===== config.mk =====
export PLATFORM = sky130hd
export DESIGN_NAME = instruction_issuer
export DESIGN_NICKNAME = d
export VERILOG_FILES = /design/src/rtl/instruction_issuer.sv
export SDC_FILE = /design/constraint.sdc
export NUM_CORES = 1
export LEC_CHECK = 0
export ABC_AREA = 1
export BUFFER_PORTS_ARGS = -buffer_cell sky130_fd_sc_hd__buf_4
export CORE_AREA = 2 2 164 166
export CTS_CLUSTER_SIZE = 8
export DETAILED_ROUTE_END_ITERATION = 10
export DIE_AREA = 0 0 166 168
export PLACE_DENSITY_LB_ADDON = 0.3
export SYNTH_ARGS = -nofsm -noshare
export SYNTH_HDL_FRONTEND = slang
export SYNTH_SLANG_ARGS = --single-unit
export TNS_END_PERCENT = 30

===== constraint.sdc =====
create_clock -name clock -period 2.38 [get_ports clock]
set_clock_uncertainty 0.15 [all_clocks]
set_input_delay 0.119 -clock clock [delete_from_list [all_inputs] [get_ports clock]]
set_output_delay 0.119 -clock clock [all_outputs]
set_load 0.05 [all_outputs]

===== src/rtl/instruction_issuer.sv =====
// Initiator-side sequencer: issues buffered 8-bit instructions one at a time
// over a start/done handshake, halting after prog_len or flagging a timeout.
module instruction_issuer #(
  parameter int DEPTH   = 16,
  parameter int AW      = 4,
  parameter int TIMEOUT = 8
) (
  input  logic          clock,
  input  logic          reset,
  input  logic          wr_en,
  input  logic [AW-1:0] wr_addr,
  input  logic [7:0]    wr_data,
  input  logic [AW:0]   prog_len,
  input  logic          run,
  input  logic          abort,
  input  logic          done,
  output logic [7:0]    instruction,
  output logic          start,
  output logic          busy,
  output logic          halted,
  output logic          error,
  output logic [AW-1:0] pc,
  output logic [AW:0]   issued
);

  localparam int CW = $clog2(TIMEOUT + 1);

  localparam logic [2:0] S_IDLE  = 3'd0;
  localparam logic [2:0] S_FETCH = 3'd1;
  localparam logic [2:0] S_ISSUE = 3'd2;
  localparam logic [2:0] S_WAIT  = 3'd3;
  localparam logic [2:0] S_HALT  = 3'd4;
  localparam logic [2:0] S_ERR   = 3'd5;

  logic [2:0]    state;
  logic [7:0]    mem [DEPTH];
  logic [AW:0]   len;
  logic [CW-1:0] count;

  // Program buffer is deliberately left unreset.
  always_ff @(posedge clock) begin
    if (wr_en && !busy)
      mem[wr_addr] <= wr_data;
  end

  always_ff @(posedge clock or posedge reset) begin
    if (reset) begin
      state       <= S_IDLE;
      instruction <= '0;
      start       <= 1'b0;
      busy        <= 1'b0;
      halted      <= 1'b0;
      error       <= 1'b0;
      pc          <= '0;
      issued      <= '0;
      count       <= '0;
      len         <= '0;
    end else begin
      start <= 1'b0;
      case (state)
        S_IDLE, S_HALT: begin
          if (run) begin
            pc     <= '0;
            issued <= '0;
            len    <= prog_len;
            if (prog_len == '0) begin
              halted <= 1'b1;
              state  <= S_HALT;
            end else begin
              halted <= 1'b0;
              busy   <= 1'b1;
              state  <= S_FETCH;
            end
          end
        end
        S_ERR: begin
          if (abort) begin
            error <= 1'b0;
            state <= S_IDLE;
          end
        end
        // start is registered here so it is high for exactly the ISSUE cycle.
        S_FETCH: begin
          instruction <= mem[pc];
          start       <= 1'b1;
          state       <= S_ISSUE;
        end
        S_ISSUE: begin
          count <= '0;
          state <= S_WAIT;
        end
        S_WAIT: begin
          if (done) begin
            issued <= issued + 1'b1;
            if ({1'b0, pc} == len - 1'b1) begin
              halted <= 1'b1;
              busy   <= 1'b0;
              state  <= S_HALT;
            end else begin
              pc    <= pc + 1'b1;
              state <= S_FETCH;
            end
          end else if (count == CW'(TIMEOUT - 1)) begin
            error <= 1'b1;
            busy  <= 1'b0;
            state <= S_ERR;
          end else begin
            count <= count + 1'b1;
          end
        end
        default: begin
          busy  <= 1'b0;
          state <= S_IDLE;
        end
      endcase
    end
  end

endmodule


## Word level (Yosys, flattened, before mapping)

Memories as Yosys holds them, arrays and structs flattened. A register that Yosys moved wholly into a read port is not among the register bits.
Index checks and enable logic that the tools add are counted.

| word-level totals | value |
|---|---|
| output and inout bits | 21 |
| register bits after elaboration | 25 |
| memory bits (writable) | 128 |
| logic and storage cells | 85 |
| memories kept | 1 |

| operators by class | value |
|---|---|
| equal/unequal tests | 18 |
| reduce and logical (&&, ||, !) cells | 17 |
| bitwise logic cells | 1 |
| mux-type cells | 35 |
| $add $sub $neg | 4 |

Memory list:

| name | depth | width | read ports | clocked after memory_dff | wr ports | line | source |
|---|---|---|---|---|---|---|---|
| mem | 16 | 8 | 1 | 1 | 1 | 36 | `logic [7:0] mem [DEPTH];` |

Operator list:

| kind | number |
|---|---|
| 4-bit 2-to-1 mux | 5 |
| 3-bit 2-to-1 mux | 6 |
| 2-bit != test (second input constant) | 9 |
| 4-bit one-hot mux with 2 select lines | 2 |
| 1-bit 2-to-1 mux | 15 |
| 3-bit one-hot mux with 5 select lines | 1 |
| 4-bit AND reduction | 3 |
| 5-bit 2-to-1 mux | 2 |
| 5-bit one-hot mux with 2 select lines | 1 |
| 3-bit AND reduction | 3 |
| 4-bit by 1-bit adder with 4-bit output (second input constant) | 2 |
| 3-bit by 2-bit == test with 1-bit output (second input constant) | 2 |
| 3-bit == test (second input constant) | 2 |
| 3-bit != test (second input constant) | 2 |
| 2-bit nonzero test | 3 |
| 5-bit by 1-bit adder with 5-bit output (second input constant) | 1 |
| 4-bit by 5-bit == test with 1-bit output | 1 |
| 5-bit zero test | 1 |
| 5-bit AND reduction | 1 |
| 5-bit by 1-bit subtractor with 5-bit output (second input constant) | 1 |
| 4-bit by 3-bit == test with 1-bit output (second input constant) | 1 |
| 1-bit one-hot mux with 2 select lines | 2 |
| 3-bit by 1-bit == test with 1-bit output (second input constant) | 1 |
| 3-bit zero test | 1 |
| other kinds (7) | 7 |

## Depth between registers and ports, before layout

| logic depth | value |
|---|---|
| depth after elaboration | 5 |
| gate-level depth with buffers | 13 |
| mapped depth without buffers | 13 |

## Worst setup path before layout

Ideal clock, no wire load.

| timing path | value |
|---|---|
| kind | register -> register |
| start point | register busy |
| end point | memory mem[10][0], enable pin |
| cell stages (with the launch flop) | 4 |
| arrival time | 1.359 ns |
| setup time | 0.370 ns |
| buffers on the path | 0 |
| required time | 1.860 ns |
| path slack | 0.501 ns |
| path through | dfrtp_1 -> nor2_1 -> nand3b_1 -> nor2_1 |

| between the ends | value |
|---|---|
| cells in the longest elaborated chain, start to end | 4 |

Ends and longest elaborated chain:

| what | line | source |
|---|---|---|
| start: declaration | 19 | `output logic busy,` |
| start signal: assignment | 51 | `busy <= 1'b0;` |
| start signal: assignment | 71 | `busy <= 1'b1;` |
| start signal: assignment | 97 | `busy <= 1'b0;` |
| 1-bit zero test | 42 | `if (wr_en && !busy)` |
| 1-bit logical AND | 42 |  |
| 1-bit 2-to-1 mux | 42 |  |
| 1-bit 2-to-1 mux (not written as such) | 43 | `mem[wr_addr] <= wr_data;` |
| end: declaration | 36 |  |

Every way passes these cells.

## Worst setup path in the final report

| timing path | value |
|---|---|
| start point | register len[0] |
| end point | register pc[1] |

| between the ends | value |
|---|---|
| cells in the longest elaborated chain, start to end | 4 |

Ends and longest elaborated chain:

| what | line | source |
|---|---|---|
| start: declaration | 37 | `logic [AW:0] len;` |
| start signal: assignment | 65 | `len <= prog_len;` |
| 5-bit by 1-bit subtractor with 5-bit output | 95 | `if ({1'b0, pc} == len - 1'b1) begin` |
| 4-bit by 5-bit == test with 1-bit output | 95 |  |
| 2-bit != test (no source line) | n/a |  |
| 4-bit AND reduction (no source line) | n/a |  |
| end signal: assignment | 100 | `pc <= pc + 1'b1;` |
| end: declaration | 22 | `output logic [AW-1:0] pc,` |

Every way passes these cells.
A chain may end at the register's enable or synchronous reset.

==> reports/qor.txt <==
final worst setup slack -> 336 ps
Slew @ Worst Pin -> 570 ps
CTS Sinks -> 161
Critical Path RT -> 2570 ps
antenna violations before repair -> 0
RR Startpoint -> len[0]
DIE HEIGHT -> 168 µm
# setup viols final -> 0
sequential area share after synthesis -> 67.0%
switching power -> 0.00361 W
final setup TNS -> 0 ps
Post-Synth XOR/XNOR Area -> 0.503%
Root Buffer -> clkbuf_16
DRC viols -> 0
hpwl dp -> 11,300 µm
First-pass DRT Iterations -> 5
most common cell after layout, fill and taps aside -> nand2_1
Post-CTS Setup Bufs -> 0
total global routing overflow -> 0
Met3 Wirelength -> 752 µm
simple-gate share of the synthesized area -> 21.6%
CTS tree -> done
GPL Wtd Cong -> 0.762
die area -> 27,900 µm²
layout cells sized above 1 -> 17.8%
Leakage -> 3.41 nW
metal2 WL -> 7630 µm
Hold Path Class -> in2reg
number of global-route vias before repair -> 4,685
critical path endpoint category -> flip-flop
CP arrival -> 2230 ps
maximum vdd ir drop -> 0.648 mV
Routed Antenna Nets -> 0
Seq pwr share -> 37.8%
Die Wd -> 166 µm
Synth Area in Adders -> 0.718%
switching power share of the total -> 39.0%
routed len/inst -> 16.1 µm
post-place setup slack -> 362 ps
Max Clock Freq -> 0.489 GHz
Core ar. -> 26,400 µm²
Filler cells -> 2,682
logic gate share of total power -> 32.8%
RSZ-0062 raised after global routing -> no
clock latency on the worst-skew pair -> 440 ps
Cell Pwr Density -> 1080 nW/µm²
Post-Syn Area per Cell -> 10.7 µm²
Initial Util -> 26.4%
largest family of logic cells by synthesized area -> simple AND/OR/NAND/NOR gates
Clock power frac -> 29.4%
Int Power -> 0.00564 W
syn_nets -> 678
Row Count -> 60
post-synthesis mux area share -> 0.144%
type of origin of the critical path -> flip-flop
M1 wire length -> 8840 µm
compound-cell area share of the yosys netlist -> 6.50%
Final nets -> 760
r2r setup slk -> 340 ps
r2r endpoint -> pc[1]
mapped cell area -> 6970 µm²
max-cap violations -> 0
Final Hold Fails -> 0
synth-to-layout area growth -> 23.4%
Final Cycle Share -> 85.9%
Clock Path Buffers -> 2
DR iter-0 viols -> 348
Num CTS Buffers -> 17
commonest cells after routing, fill and taps aside -> 199 x nand2_1, 128 x edfxtp_1, 68 x nand3_1, 68 x buf_4, 54 x nor2_1
gr usage total -> 12.9%
Vias/cell -> 4.50
IO buf count -> 43
fin crit period -> 2040 ps
count of different cell masters after synthesis -> 36
WL final -> 17,500 µm
R2R depth -> 12
ant diodes -> 0
Worst-path clk slew -> 70 ps
CTS H-tree lvls -> 4
Ports -> 44
Setup Crit Path Kind -> reg2reg
run status -> completed
CP Max Fanout -> 8
top routing layer in use -> met4
post-cts gate resize count -> 0
worst hold start -> abort
Hold-fix buffers, CTS -> 16
worst hold endpoint -> error
Hold Path Stages -> 6
fin. max-slew vios -> 0
worst relative slew slack -> 62.0%
vias -> 4,893
largest net degree at the start of global routing -> 69
Yosys Warn Count -> 0
global-route wire length before repair -> 27,100 µm
fin util -> 32.6%
FF+latch count, synth -> 161
Synth Instances -> 651
Hold Slack -> 34.8 ps
Pwr Total -> 0.00925 W
==> cell type report <==
type	count	area (µm²)	area share (%)
Sequential cell	161	4670	54.3
Timing Repair Buffer	87	731	8.50
Clock inverter	14	164	1.91
Inverter	32	120	1.40
Tap cell	341	427	4.96
Clock buffer	18	429	4.99
Multi-Input combinational cell	434	2060	23.9
==> sequential cells by signal, summed over array words and instances, names as in the netlist <==
register and count:
error 1, halted 1, len 5, pc 4
start 1, count 4, issued 5, state 3
instruction 8, mem 128, busy 1
==> metrics by stage <==
step	cells	instance area, µm²
after floorplan	651	6970
after global placement	1039	7840
after detailed placement	1039	7840
after CTS	1087	8600
after global routing	1087	8600
final	1087	8600
==> cells by family (layout without fill, tap and decap cells) <==
kind of cell,after synthesis,after routing
simple gates,347,347
flops,161,161
compound gates,78,78
buf+inv,56,151
fa+ha+maj,4,4
xor+xnor,4,4
mux,1,1
==> power by group through the flow <==
stage / Combinational [W] / Clock (W) / Sequential [W]
5_1_grt: 0.00334 / 0.00287 / 0.00353
4_1_cts: 0.00306 / 0.00276 / 0.00351
3_3_place_gp: 0.00301 / 0 / 0.00356
6_report: 0.00303 / 0.00272 / 0.00350
2_1_floorplan: 0.00162 / 0 / 0.00394
3_5_place_dp: 0.00303 / 0 / 0.00356
==> worst max-delay path by stage <==
stage / startpoint / end / slack (ps) / cells past startpoint
detailed placement: len[0] / pc[1] / 360 / 12
global placement: len[0] / pc[1] / 350 / 12
floorplan: busy / mem[10][0] / 500 / 3
CTS: len[0] / pc[1] / 320 / 12
finish: len[0] / pc[1] / 340 / 12
global route: len[0] / pc[1] / 100 / 12
==> synthesized netlist by cell type, drive strengths merged <==
master,n,area share [%]
nand2,206,11
edfxtp,128,55
nand3,69,5.0
nor2,63,4.2
o21ai,41,3.1
dfrtp,33,12
inv,32,1.7
buf,19,1.5
a21oi,14,1.0
a21boi,8,0.86
o22ai,8,0.72
clkbuf,5,0.27
a2bb2oi,4,0.50
ha,4,0.72
xor2,4,0.50
nand3b,2,0.22
nor3,2,0.22
o31ai,2,0.22
or2,2,0.18
a22o,1,0.14
and3,1,0.090
mux2i,1,0.14
nand4,1,0.090
nor3b,1,0.18
==> critical path, stage by stage (launching register included) <==
cell and delay (ps):
dfrtp_1 380, inv_1 90, ha_1 320, inv_1 50, nand2_1 60, nand2_1 70
nor2_1 100, nand2_1 60, nor2_1 150, nand3_1 160, nand2_2 180, nand2_1 60
o21ai_1 110
==> per-layer routing <==
layer  vias up  GRT usage [%]
met4         0           4.88
met3        21           2.54
met1      2337           18.4
met5         -              0
li1       2398              -
met2       137           19.3
Power figures use the tool's default switching activity.
